$ cat src/rtl/xres_reset_sequencer_pkg.sv
// Shared definitions for the external reset sequencer: state encoding,
// state-port width and counter sizing helper.
package xres_seq_pkg;

  localparam int SEQ_STATE_W = 3;

  typedef enum logic [SEQ_STATE_W-1:0] {
    ST_ASSERT  = 3'd0,
    ST_FILTER  = 3'd1,
    ST_RELEASE = 3'd2,
    ST_RUN     = 3'd3,
    ST_SOFT    = 3'd4
  } seq_state_t;

  // Counter width for a count range of n, never narrower than one bit.
  function automatic int cnt_w(input int n);
    return (n <= 1) ? 1 : $clog2(n);
  endfunction

endpackage

$ cat src/rtl/xres_reset_sequencer_if.sv
// Signal bundle between the reset sequencer and its environment
// (pad reset in, domain resets and status out, software reset handshake).
interface xres_reset_sequencer_if
  import xres_seq_pkg::*;
#(
  parameter int N_DOMAINS = 3
);

  logic                   xres_a;
  logic [N_DOMAINS-1:0]   dom_resetb;
  logic                   seq_busy;
  logic [SEQ_STATE_W-1:0] seq_state;
  logic                   soft_req;
  logic                   soft_ack;

  modport master (
    input  xres_a,
    input  soft_req,
    output dom_resetb,
    output seq_busy,
    output seq_state,
    output soft_ack
  );

  modport slave (
    output xres_a,
    output soft_req,
    input  dom_resetb,
    input  seq_busy,
    input  seq_state,
    input  soft_ack
  );

endinterface

$ cat src/rtl/xres_sync.sv
// Two-flop synchronizer bringing the asynchronous pad reset into the clock
// domain; both stages clear to 0 under the synchronous reset.
module xres_sync (
  input  logic clock,
  input  logic resetb,
  input  logic d,
  output logic q
);

  logic meta;

  // NOTE: non-blocking assignments make the two stages a true shift register;
  // blocking ones here would collapse them into a single flop.
  always_ff @(posedge clock) begin
    if (!resetb) begin
      meta <= 1'b0;
      q    <= 1'b0;
    end else begin
      meta <= d;
      q    <= meta;
    end
  end

endmodule

$ cat src/rtl/xres_reset_sequencer.sv
// External reset sequencer: synchronizes and glitch-filters the pad reset,
// then releases N_DOMAINS domain resets in order, STAGE_DELAY cycles apart.
// Define XRES_SEQ_SOFT_RST_EN to build the software reset (SOFT) path.
module xres_reset_sequencer
  import xres_seq_pkg::*;
#(
  parameter int N_DOMAINS     = 3,
  parameter int FILTER_CYCLES = 8,
  parameter int STAGE_DELAY   = 16,
  parameter int SOFT_PULSE    = 4
) (
  input logic                    clock,
  input logic                    resetb,
  xres_reset_sequencer_if.master bus
);

  localparam int FCNT_W = cnt_w(FILTER_CYCLES);
  localparam int DCNT_W = cnt_w(STAGE_DELAY);
  localparam int IDX_W  = cnt_w(N_DOMAINS);

  localparam logic [FCNT_W-1:0] F_LAST = FCNT_W'(FILTER_CYCLES - 1);
  localparam logic [DCNT_W-1:0] D_LAST = DCNT_W'(STAGE_DELAY - 1);
  localparam logic [IDX_W-1:0]  I_LAST = IDX_W'(N_DOMAINS - 1);

  logic                 xres_s;
  seq_state_t           state;
  logic [FCNT_W-1:0]    fcnt;
  logic [DCNT_W-1:0]    dcnt;
  logic [IDX_W-1:0]     idx;
  logic [N_DOMAINS-1:0] dom_q;
  logic                 busy_q;

`ifdef XRES_SEQ_SOFT_RST_EN
  localparam int PCNT_W = cnt_w(SOFT_PULSE);
  localparam logic [PCNT_W-1:0] P_LAST = PCNT_W'(SOFT_PULSE - 1);

  logic [PCNT_W-1:0] pcnt;
  logic              soft_run;   // current RELEASE pass was started by SOFT
  logic              soft_ack_q;
`endif

  xres_sync u_sync (
    .clock  (clock),
    .resetb (resetb),
    .d      (bus.xres_a),
    .q      (xres_s)
  );

  always_ff @(posedge clock) begin
    if (!resetb) begin
      state  <= ST_ASSERT;
      dom_q  <= '0;
      busy_q <= 1'b1;
      fcnt   <= '0;
      dcnt   <= '0;
      idx    <= '0;
`ifdef XRES_SEQ_SOFT_RST_EN
      pcnt       <= '0;
      soft_run   <= 1'b0;
      soft_ack_q <= 1'b0;
`endif
    end else begin
`ifdef XRES_SEQ_SOFT_RST_EN
      soft_ack_q <= 1'b0;
`endif
      // Loss of the pad reset wins over every count and request in flight.
      if (state != ST_ASSERT && !xres_s) begin
        state  <= ST_ASSERT;
        dom_q  <= '0;
        busy_q <= 1'b1;
`ifdef XRES_SEQ_SOFT_RST_EN
        soft_run <= 1'b0;
`endif
      end else begin
        case (state)
          ST_ASSERT: begin
            dom_q  <= '0;
            busy_q <= 1'b1;
            if (xres_s) begin
              state <= ST_FILTER;
              fcnt  <= '0;
            end
          end

          ST_FILTER: begin
            if (fcnt == F_LAST) begin
              state <= ST_RELEASE;
              idx   <= '0;
              dcnt  <= '0;
            end else begin
              fcnt <= fcnt + 1'b1;
            end
          end

          ST_RELEASE: begin
            if (dcnt == D_LAST) begin
              dom_q[idx] <= 1'b1;
              idx        <= idx + 1'b1;
              dcnt       <= '0;
              if (idx == I_LAST) begin
                state  <= ST_RUN;
                busy_q <= 1'b0;
`ifdef XRES_SEQ_SOFT_RST_EN
                soft_ack_q <= soft_run;
                soft_run   <= 1'b0;
`endif
              end
            end else begin
              dcnt <= dcnt + 1'b1;
            end
          end

          ST_RUN: begin
            dom_q <= '1;
`ifdef XRES_SEQ_SOFT_RST_EN
            if (bus.soft_req) begin
              state    <= ST_SOFT;
              pcnt     <= '0;
              dom_q    <= N_DOMAINS'(1);   // domain 0 stays out of reset
              busy_q   <= 1'b1;
              soft_run <= 1'b1;
            end
`endif
          end

`ifdef XRES_SEQ_SOFT_RST_EN
          ST_SOFT: begin
            if (pcnt == P_LAST) begin
              state <= ST_RELEASE;
              idx   <= IDX_W'(1);
              dcnt  <= '0;
            end else begin
              pcnt <= pcnt + 1'b1;
            end
          end
`endif

          default: begin
            state  <= ST_ASSERT;
            dom_q  <= '0;
            busy_q <= 1'b1;
          end
        endcase
      end
    end
  end

  assign bus.dom_resetb = dom_q;
  assign bus.seq_busy   = busy_q;
  assign bus.seq_state  = state;

`ifdef XRES_SEQ_SOFT_RST_EN
  assign bus.soft_ack = soft_ack_q;
`else
  logic unused_soft_req;
  assign unused_soft_req = bus.soft_req;
  assign bus.soft_ack    = 1'b0;
`endif

endmodule

$ cat src/flat_wrapper.sv
// flat-port wrapper written by rule: the top's interface ports become plain ports
module xres_reset_sequencer_flat import xres_seq_pkg::*;
#(
  parameter int N_DOMAINS     = 3,
  parameter int FILTER_CYCLES = 8,
  parameter int STAGE_DELAY   = 16,
  parameter int SOFT_PULSE    = 4
)
  (clock, resetb, bus_xres_a, bus_soft_req, bus_dom_resetb, bus_seq_busy, bus_seq_state, bus_soft_ack);
  xres_reset_sequencer_if #(.N_DOMAINS(N_DOMAINS)) bus_i ();
  input logic clock;
  input logic resetb;
  input wire logic [$bits(bus_i.xres_a)-1:0] bus_xres_a;
  input wire logic [$bits(bus_i.soft_req)-1:0] bus_soft_req;
  output wire logic [$bits(bus_i.dom_resetb)-1:0] bus_dom_resetb;
  output wire logic [$bits(bus_i.seq_busy)-1:0] bus_seq_busy;
  output wire logic [$bits(bus_i.seq_state)-1:0] bus_seq_state;
  output wire logic [$bits(bus_i.soft_ack)-1:0] bus_soft_ack;
  assign bus_i.xres_a = bus_xres_a;
  assign bus_i.soft_req = bus_soft_req;
  assign bus_dom_resetb = bus_i.dom_resetb;
  assign bus_seq_busy = bus_i.seq_busy;
  assign bus_seq_state = bus_i.seq_state;
  assign bus_soft_ack = bus_i.soft_ack;
  xres_reset_sequencer #(.N_DOMAINS(N_DOMAINS), .FILTER_CYCLES(FILTER_CYCLES), .STAGE_DELAY(STAGE_DELAY), .SOFT_PULSE(SOFT_PULSE)) u_core (.clock(clock), .resetb(resetb), .bus(bus_i));
endmodule
$ cat config.mk
export PLATFORM = sky130hd
export DESIGN_NAME = xres_reset_sequencer_flat
export DESIGN_NICKNAME = d
export VERILOG_FILES = /design/src/rtl/xres_reset_sequencer_pkg.sv /design/src/rtl/xres_reset_sequencer_if.sv /design/src/rtl/xres_sync.sv /design/src/rtl/xres_reset_sequencer.sv /design/src/flat_wrapper.sv
export SDC_FILE = /design/constraint.sdc
export NUM_CORES = 1
export LEC_CHECK = 0
export CAP_MARGIN = 5
export CORE_UTILIZATION = 30
export CTS_CLUSTER_DIAMETER = 50
export DETAILED_ROUTE_END_ITERATION = 8
export PLACE_DENSITY = 0.52
export SETUP_SLACK_MARGIN = 0.1
export SLEW_MARGIN = 5
export SYNTH_ARGS = -nofsm -noshare
export SYNTH_HDL_FRONTEND = slang
export SYNTH_SLANG_ARGS = --single-unit
$ cat constraint.sdc
create_clock -name clock -period 2.44 [get_ports clock]
set_clock_uncertainty 0.15 [all_clocks]
set_input_delay 0.732 -clock clock [delete_from_list [all_inputs] [get_ports clock]]
set_output_delay 0.732 -clock clock [all_outputs]
set_load 0.02 [all_outputs]
==> reports/qor.csv, run 1 <==
stage,metric,value,unit
pwr,ir_worst_vdd,0.283,mV
sta,hold_slack,0.296,ns
critical_path,crit_end,bus_seq_state[0],
hold_path,hold_class,flip-flop to flip-flop,
placement,port-buffer-count,8,
critical_path,r2r_slack,0.49,ns
route,drc_errors,0,
placement,hpwl,1310,µm
final_layout,antenna_cells,0,
sta,rsz0062_at_grt,false,
critical_path,path_max_fanout,6,
job,maxCapViolations,0,
critical_path,cp.depth,1,
global_routing,antenna_found_initial,0,
synth,synthCells,106,
critical_path,slowest_delay,0.64,ns
clock_tree,cts_resized,0,
sta,fmax,443,MHz
floorplan,rows,19,
pwr,p_leak,0.440,nW
clock_tree,cts_made_buffers,3,
sta,fin_setup_tns,0,ns
clock_tree,h-tree-depth,1,
clock_tree,postCtsSetupRepairBufs,0,
global_routing,grt_pass1_vias,710,
final_layout,syn_to_final_growth,16.3,%
synth,ys_seq_elements,17,
status,status,"finished, final reports clean",
sta,finalHoldViolations,0,
clock_tree,clock_latency,0.28,ns
critical_path,cp-end-kind,primary output,
floorplan,core,0.00281,mm²
synth,yosysWarnings,0,
placement,gp_congestion,0.784,
final_layout,drive_gt1_share,9.32,%
critical_path,crit_chain,clkdlybuf4s50_1,
sta,fin_crit_sh,92.5,%
global_routing,gr-total-overflow,0,
sta,max-slew-margin-rel,64.8,%
route,routed_wl,1640,µm
clock_tree,cts.path.max_buffers,2,
critical_path,reg2reg_to,u_core.dcnt[3],
route,postRouteAntennaNets,0,
synth,syn-cell-area,911,µm²
final_layout,final_util,37.8,%
synth,avgSynthCellArea,8.59,µm²
critical_path,critPathSlowestCell,clkdlybuf4s50_1,
floorplan,dieArea,0.00326,mm²
clock_tree,hold_buffers,0,
critical_path,path_class,flip-flop to primary output,
sta,tightestPinTransition,0.523,ns
sta,slew_viol_final,0,
critical_path,critPathBufInv,1,
clock_tree,cts_tree,built,
critical_path,start_kind,flip-flop,
floorplan,die_w,57.1,µm
global_routing,grt_usage,11.8,%
route,vias,730,
floorplan,ioPinCount,12,
critical_path,r2r_start,u_core.bus.seq_state[1],
route,drt_iter0_markers,1,
critical_path,reg2reg_depth,4,
clock_tree,cts_root_buf,clkbuf_4,
floorplan,initial_core_util,32.5,%
route,via_per_inst,4.90,
clock_tree,clock-sinks,17,
final_layout,final_nets,134,
pwr,power,0.744,mW
critical_path,critPathArrivalTime,1.38,ns
placement,dp.cells,145,
global_routing,grt_pass1_wl,2960,µm
route,wire_per_inst,11.0,µm
floorplan,die_y,57.1,µm
pwr,powerDensity,702,mW/mm²
final_layout,fillers,304,
sta,min_period,2.26,ns
clock_tree,path_clk_slew,0.10,ns
route,drt_pre_antenna_iters,2,
sta,setup_viol,0,
synth,ys_seq_area_share,37.4,%
critical_path,crit_required,1.56,ns
critical_path,startpoint,u_core.bus.seq_state[0],
final_layout,instances_no_fill,149,
global_routing,grt_max_degree,12,
critical_path,cp_top_family,buffers and inverters,
synth,synth_cell_types,33,
how the worst min path moves through the flow:
stage	from	endpoint	slack [ns]	cells past startpoint
2_1_floorplan	u_core.u_sync.meta	u_core.u_sync.q	0.26	1
6_report	u_core.u_sync.meta	u_core.u_sync.q	0.30	1
3_5_place_dp	u_core.u_sync.meta	u_core.u_sync.q	0.28	1
4_1_cts	u_core.u_sync.meta	u_core.u_sync.q	0.30	1
3_3_place_gp	u_core.u_sync.meta	u_core.u_sync.q	0.28	1
5_1_grt	u_core.u_sync.meta	u_core.u_sync.q	0.32	1
metal layers:
| layer | GRT usage (%) | wire (µm) |
|---|---|---|
| met3 | 2.04 | 23 |
| met4 | 7.32 | 23 |
| met5 | 0 | 0 |
| met2 | 19.2 | 780 |
| met1 | 14.4 | 814 |
Yosys cell counts:
| cell type | n | area (µm²) |
|---|---|---|
| buf_4 | 2 | 15.0 |
| and3_1 | 1 | 6.26 |
| nand3b_4 | 1 | 20.0 |
| inv_1 | 9 | 33.8 |
| nand3_1 | 3 | 15.0 |
| nor2_2 | 1 | 6.26 |
| o31ai_1 | 1 | 7.51 |
| nand4b_1 | 1 | 8.76 |
| or3_2 | 1 | 7.51 |
| ha_1 | 11 | 138 |
| o32ai_1 | 1 | 8.76 |
| a21o_1 | 1 | 7.51 |
| or4_1 | 1 | 7.51 |
| and2b_1 | 1 | 7.51 |
| clkinv_1 | 1 | 3.75 |
| o41ai_1 | 1 | 8.76 |
| mux2i_1 | 2 | 20.0 |
| conb_1 | 1 | 3.75 |
| nand2_1 | 15 | 56.3 |
| nand4_1 | 3 | 18.8 |
| o211ai_1 | 1 | 7.51 |
| nor2b_1 | 2 | 12.5 |
| nand2b_2 | 1 | 8.76 |
| nor2_1 | 4 | 15.0 |
| o22ai_1 | 1 | 6.26 |
| buf_2 | 1 | 5.00 |
| o21ai_0 | 5 | 25.0 |
| o211a_1 | 1 | 10.0 |
| o2111ai_1 | 1 | 8.76 |
| a21oi_1 | 11 | 55.1 |
| and2_1 | 2 | 12.5 |
| clkbuf_1 | 1 | 3.75 |
| dfxtp_1 | 17 | 340 |
area by class of cell:
| class | instances | area, µm² | share of cell area (%) |
|---|---|---|---|
| Timing Repair Buffer | 11 | 103 | 9.68 |
| Clock buffer | 3 | 22.5 | 2.13 |
| Sequential cell | 17 | 340 | 32.1 |
| Clock inverter | 1 | 5.00 | 0.472 |
| Inverter | 10 | 37.5 | 3.54 |
| Tap cell | 31 | 38.8 | 3.66 |
| Multi-Input combinational cell | 76 | 513 | 48.4 |
flip-flops by register name, summed over array words and instances (netlist names):
| signal | flops |
|---|---|
| u_core.bus.dom_resetb | 3 |
| u_core.u_sync.meta | 1 |
| u_core.bus.seq_busy | 1 |
| u_core.dcnt | 4 |
| u_core.bus.seq_state | 2 |
| u_core.fcnt | 3 |
| u_core.idx | 2 |
| u_core.u_sync.q | 1 |
stage by stage:
| step | setup WS, ns | instance area, µm² |
|---|---|---|
| after floorplan | 0.523 | 915 |
| after CTS | 0.156 | 1060 |
| final | 0.182 | 1060 |
| after detailed placement | 0.358 | 1030 |
| after global routing | 0.103 | 1060 |
| after global placement | 0.364 | 1030 |
logic make-up (layout without fill, tap and decap cells):
kind of cell / count (synthesis) / after routing / synth area share [%]
DFF: 17 / 17 / 37.4
adders and majority gates: 11 / 11 / 15.1
other: 1 / 2 / 0.412
and+or+nand+nor: 37 / 37 / 22.3
buffers and inverters: 14 / 25 / 6.73
AOI/OAI and AO/OA: 24 / 24 / 15.9
muxes: 2 / 2 / 2.20
cell usage in the layout, fill, tap and decap left out, types with 2 or more instances in the layout:
cell             instances
nand4_1                  3
mux2i_1                  2
nor2_1                   4
ha_1                    11
a21oi_1                 11
nor2b_1                  2
buf_4                    3
dfxtp_1                 17
inv_1                    9
clkbuf_4                 3
clkdlybuf4s50_1          8
and2_1                   2
o21ai_0                  5
nand3_1                  3
nand2_1                 15
conb_1                   2
report_power, final:
part	internal (mW)	switching (mW)	leakage, nW
sequential	0.300	0.0202	0.138
clock	0.0608	0.0854	0.0177
combinational	0.119	0.159	0.285
total	0.479	0.265	0.440
(Power assumes the default switching activity.)
==> run 2, diff against run 1 <==
CORE_MARGIN = 1   (was not set)
GPL_TIMING_DRIVEN = 0   (was not set)
PLACE_DENSITY = 0.61   (was 0.52)
==> reports/qor.csv, run 2 (synthesized netlist as in run 1, its figures left out) <==
stage,metric,value,unit
status,status,finished with violations,
status,violations,DRC,
final_layout,final_nets,135,
final_layout,syn_to_final_growth,17.3,%
sta,rsz0062_at_grt,false,
sta,max-slew-margin-rel,62.8,%
sta,slew_viol_final,0,
job,maxCapViolations,0,
route,postRouteAntennaNets,0,
critical_path,slowest_delay,0.58,ns
floorplan,rows,19,
sta,fin_crit_sh,90.9,%
critical_path,reg2reg_depth,7,
sta,tightestPinTransition,0.554,ns
floorplan,initial_core_util,32.5,%
clock_tree,clock-sinks,17,
route,vias,722,
pwr,ir_worst_vdd,0.462,mV
global_routing,grt_pass1_vias,633,
sta,setup_viol,0,
global_routing,grt_max_degree,11,
critical_path,start_kind,input port,
sta,fmax,451,MHz
global_routing,grt_pass1_wl,2900,µm
sta,finalHoldViolations,0,
critical_path,r2r_start,u_core.bus.seq_state[1],
route,via_per_inst,4.81,
clock_tree,cts_root_buf,clkbuf_4,
sta,setup_ws,0.221,ns
critical_path,critPathSlowestCell,clkdlybuf4s50_1,
route,drt_iter0_markers,11,
critical_path,critPathArrivalTime,2.26,ns
global_routing,gr-total-overflow,0,
critical_path,path_max_fanout,9,
placement,gp_congestion,0.819,
hold_path,min_delay_path_depth,1,
final_layout,regMostFlops,u_core.dcnt,
floorplan,dieArea,0.00326,mm²
placement,port-buffer-count,8,
clock_tree,clock_latency,0.30,ns
route,wire_per_inst,10.8,µm
hold_path,min-delay-start,u_core.u_sync.meta,
final_layout,fillers,297,
hold_path,hold_class,flip-flop to flip-flop,
sta,min_period,2.22,ns
clock_tree,cts_tree,built,
route,routed_wl,1630,µm
floorplan,ioPinCount,12,
floorplan,die_y,57.1,µm
route,drt_pre_antenna_iters,6,
clock_tree,path_clk_slew,0.11,ns
pwr,p_leak,0.478,nW
placement,hpwl,1220,µm
critical_path,path_class,input port to flip-flop,
critical_path,reg2reg_to,u_core.dcnt[3],
final_layout,antenna_cells,0,
floorplan,die_w,57.1,µm
placement,dp_slack,-0.175,ns
pwr,powerDensity,705,mW/mm²
global_routing,grt_usage,11.7,%
route,drc_errors,2,
final_layout,final_cell_mix,"dfxtp_1 (17), nand2_1 (15), a21oi_1 (11), ha_1 (11), inv_1 (9)",
floorplan,core,0.00281,mm²
critical_path,crit_required,2.48,ns
clock_tree,h-tree-depth,1,
final_layout,largest_register_ffs,4,
critical_path,r2r_slack,0.50,ns
hold_path,whs_endpoint,u_core.u_sync.q,
final_layout,drive_gt1_share,10.1,%
critical_path,crit_chain,"clkdlybuf4s50_1, clkinv_1, nor2_2, o31ai_1, a21o_1",
clock_tree,cts_made_buffers,3,
clock_tree,cts.path.max_buffers,2,
global_routing,antenna_found_initial,0,
critical_path,cp-end-kind,flip-flop,
final_layout,final_common_cell,dfxtp_1,
critical_path,startpoint,resetb,
sta,hold_slack,0.299,ns
[run 2: cell types whose count changed in the layout (fill, tap and decap cells not counted), sizes merged]
cell | previous run | this run
dlymetal6s2s | 0 | 2
clkdlybuf4s50 | 8 | 6
clkbuf | 3 | 4
[run 2: repair_timing]
action	4_1_cts	5_1_grt
hold endpoints to repair	0	0
gates resized for setup	0	3
setup endpoints to repair	0	6
hold buffers	0	0
buffers inserted	0	0
[run 2: worst max-delay path: cells and delay by family]
family | cells | cell delay [ns]
and+or+nand+nor | 1 | 0.28
AOI/OAI and AO/OA | 2 | 0.37
buffers and inverters | 2 | 0.88
[run 2: how the worst max path moves through the flow]
| stage | to | slack, ns | cells past startpoint |
|---|---|---|---|
| 3_3_place_gp | u_core.bus.seq_busy | -0.13 | 5 |
| 3_5_place_dp | u_core.bus.seq_busy | -0.17 | 5 |
| 4_1_cts | u_core.bus.seq_busy | 0.15 | 5 |
| 5_1_grt | u_core.bus.seq_busy | 0.11 | 5 |
| 6_report | u_core.bus.seq_busy | 0.22 | 5 |
| 2_1_floorplan | u_core.dcnt[3] | 0.52 | 7 |
[run 2: power breakdown]
part           switching, mW  internal [mW]  leakage, nW
Sequential            0.0194          0.300        0.138
Combinational          0.167          0.115        0.322
Clock                 0.0922         0.0610       0.0177
[run 2: final cells by class]
type                    instances  area, µm²  area share [%]
well taps                      31       38.8            3.63
inverters                      10       37.5            3.51
plain buffers                   4       23.8            2.22
multi-input cells              76        515            48.2
flip-flops and latches         17        340            31.9
repair buffers                  8       85.1            7.96
clock buffers                   3       22.5            2.11
clock inverters                 1       5.00           0.468
[run 2: metrics by stage]
stage,total power [mW],cells,TNS (ns),utilization [%],instance area (µm²)
finish,0.754,150,0,38.1,1070
global route,0.808,150,0,38.1,1070
CTS,0.762,150,0,37.8,1060
detailed placement,0.606,146,-0.453,36.8,1030
global placement,0.599,146,-0.272,36.8,1030
floorplan,0.523,107,0,-,915
[run 2: metal layers]
metal  track usage (%)  wire length [µm]  vias up
li1                  -                 -      388
met1              15.9               839      319
met2              16.6               669       11
met3              4.08                85        4
met4              5.23                31        0
met5                 0                 0        -
==> run 3, diff against run 2 <==
CELL_PAD_IN_SITES_DETAIL_PLACEMENT = 2   (was not set)
CELL_PAD_IN_SITES_GLOBAL_PLACEMENT = 2   (was not set)
PLACE_DENSITY = 0.85   (was 0.61)
==> reports/qor.csv, run 3 (synthesized netlist as in run 1, its figures left out) <==
stage,metric,value,unit
pwr,power,0.781,mW
critical_path,critPathSlowestCell,clkdlybuf4s50_1,
sta,fin_setup_tns,0,ns
final_layout,syn_to_final_growth,17.4,%
pwr,ir_worst_vdd,0.297,mV
critical_path,critPathArrivalTime,1.40,ns
floorplan,rows,19,
critical_path,start_kind,flip-flop,
route,postRouteAntennaNets,0,
placement,hpwl,1940,µm
placement,gp_congestion,0.723,
final_layout,final_common_cell,dfxtp_1,
global_routing,grt_pass1_wl,4240,µm
status,status,"finished, final reports clean",
global_routing,gr-total-overflow,0,
sta,slew_viol_final,0,
final_layout,final_util,38.1,%
placement,place_area,0.00103,mm²
critical_path,path_max_fanout,6,
pwr,p_int,0.477,mW
route,routed_wl,2470,µm
sta,min_period,2.28,ns
floorplan,ioPinCount,12,
sta,hold_slack,0.306,ns
floorplan,die_w,57.1,µm
global_routing,grt_max_degree,11,
final_layout,drive_gt1_share,10.9,%
sta,tightestPinTransition,0.490,ns
sta,rsz0062_at_grt,true,
hold_path,hold_class,flip-flop to flip-flop,
global_routing,antenna_found_initial,0,
route,drt_iter0_markers,15,
clock_tree,path_clk_slew,0.11,ns
final_layout,fillers,334,
sta,fin_crit_sh,93.4,%
critical_path,crit_required,1.56,ns
job,maxCapViolations,0,
route,wire_per_inst,16.5,µm
floorplan,initial_core_util,32.5,%
final_layout,antenna_cells,0,
pwr,powerDensity,730,mW/mm²
pwr,p_sw_share,38.9,%
placement,dp.cells,146,
sta,fmax,439,MHz
placement,dp_slack,-0.288,ns
final_layout,design_area,0.00107,mm²
critical_path,path_class,flip-flop to primary output,
critical_path,cp_top_family,buffers and inverters,
sta,finalHoldViolations,0,
clock_tree,hold_buffers,0,
sta,setup_viol,0,
critical_path,slowest_delay,0.65,ns
final_layout,final_cell_mix,"dfxtp_1 (17), nand2_1 (15), a21oi_1 (11), ha_1 (11), inv_1 (9)",
final_layout,regMostFlops,u_core.dcnt,
critical_path,r2r_slack,0.42,ns
clock_tree,cts_tree,built,
clock_tree,h-tree-depth,1,
floorplan,core,0.00281,mm²
pwr,pwr-share-seq,41.1,%
global_routing,grt_usage,17.1,%
sta,max-slew-margin-rel,67.0,%
global_routing,grt_pass1_vias,886,
floorplan,dieArea,0.00326,mm²
route,vias,790,
floorplan,die_y,57.1,µm
critical_path,critPathBufInv,1,
sta,setup_ws,0.162,ns
critical_path,cp-end-kind,primary output,
route,via_per_inst,5.27,
clock_tree,clock_latency,0.30,ns
clock_tree,cts_root_buf,clkbuf_4,
final_layout,largest_register_ffs,4,
critical_path,crit_chain,clkdlybuf4s50_1,
route,drc_errors,0,
pwr,power.switching,0.304,mW
clock_tree,clock-sinks,17,
pwr,combinationalPowerShare,38.4,%
pwr,p_leak,0.458,nW
clock_tree,cts_made_buffers,3,
placement,port-buffer-count,8,
clock_tree,cts.path.max_buffers,2,
final_layout,final_nets,135,
route,drt_pre_antenna_iters,3,
pwr,pwr-share-clk,20.5,%
final_layout,instances_no_fill,150,
-- run 3: cell count changes in the layout (fill, tap and decap cells not counted) --
cell,change
clkdlybuf4s50_1,+1
clkinv_1,-1
clkinvlp_4,+1
dlymetal6s2s_1,-1
-- run 3: what timing repair did --
action,in CTS,in global routing
endpoints found under the setup margin,2,4
buffers inserted,0,0
gates resized for setup,1,2
-- run 3: final timing paths --
kind	from	depth (start not counted)	endpoint
hold / removal	u_core.u_sync.meta	1	u_core.u_sync.q
hold reg to reg	u_core.u_sync.meta	1	u_core.u_sync.q
setup reg to reg	u_core.bus.seq_state[1]	7	u_core.dcnt[3]
setup / recovery	u_core.bus.seq_state[1]	1	bus_seq_state[1]
-- run 3: worst register-to-register path: cells and delay by family, from the launching register on --
family | cells | cell delay [ns]
DFF | 1 | 0.45
and+or+nand+nor | 3 | 0.74
buffers and inverters | 2 | 0.27
adders and majority gates | 1 | 0.18
AOI/OAI and AO/OA | 1 | 0.16
-- run 3: layout make-up --
cell class	instances	area [µm²]	area share, %
Clock buffer	3	22.5	2.11
Timing Repair Buffer	8	82.6	7.72
Multi-Input combinational cell	76	515	48.2
Sequential cell	17	340	31.8
Buffer	4	23.8	2.22
Tap cell	31	38.8	3.63
Inverter	10	41.3	3.86
Clock inverter	1	5.00	0.468
-- run 3: layer usage --
metal,global-route usage (%),vias to the layer above,share of wire [%]
met1,19.9,393,43
met4,7.32,0,1.1
met3,2.04,4,1.6
li1,-,387,-
met2,31.4,6,54
met5,0,-,0
-- run 3: power groups by stage --
| stage | Clock (mW) | Combinational (mW) | Sequential [mW] |
|---|---|---|---|
| 2_1_floorplan | 0 | 0.177 | 0.346 |
| 3_5_place_dp | 0 | 0.301 | 0.328 |
| 4_1_cts | 0.169 | 0.304 | 0.321 |
| 3_3_place_gp | 0 | 0.278 | 0.326 |
| 6_report | 0.160 | 0.300 | 0.321 |
| 5_1_grt | 0.179 | 0.328 | 0.325 |
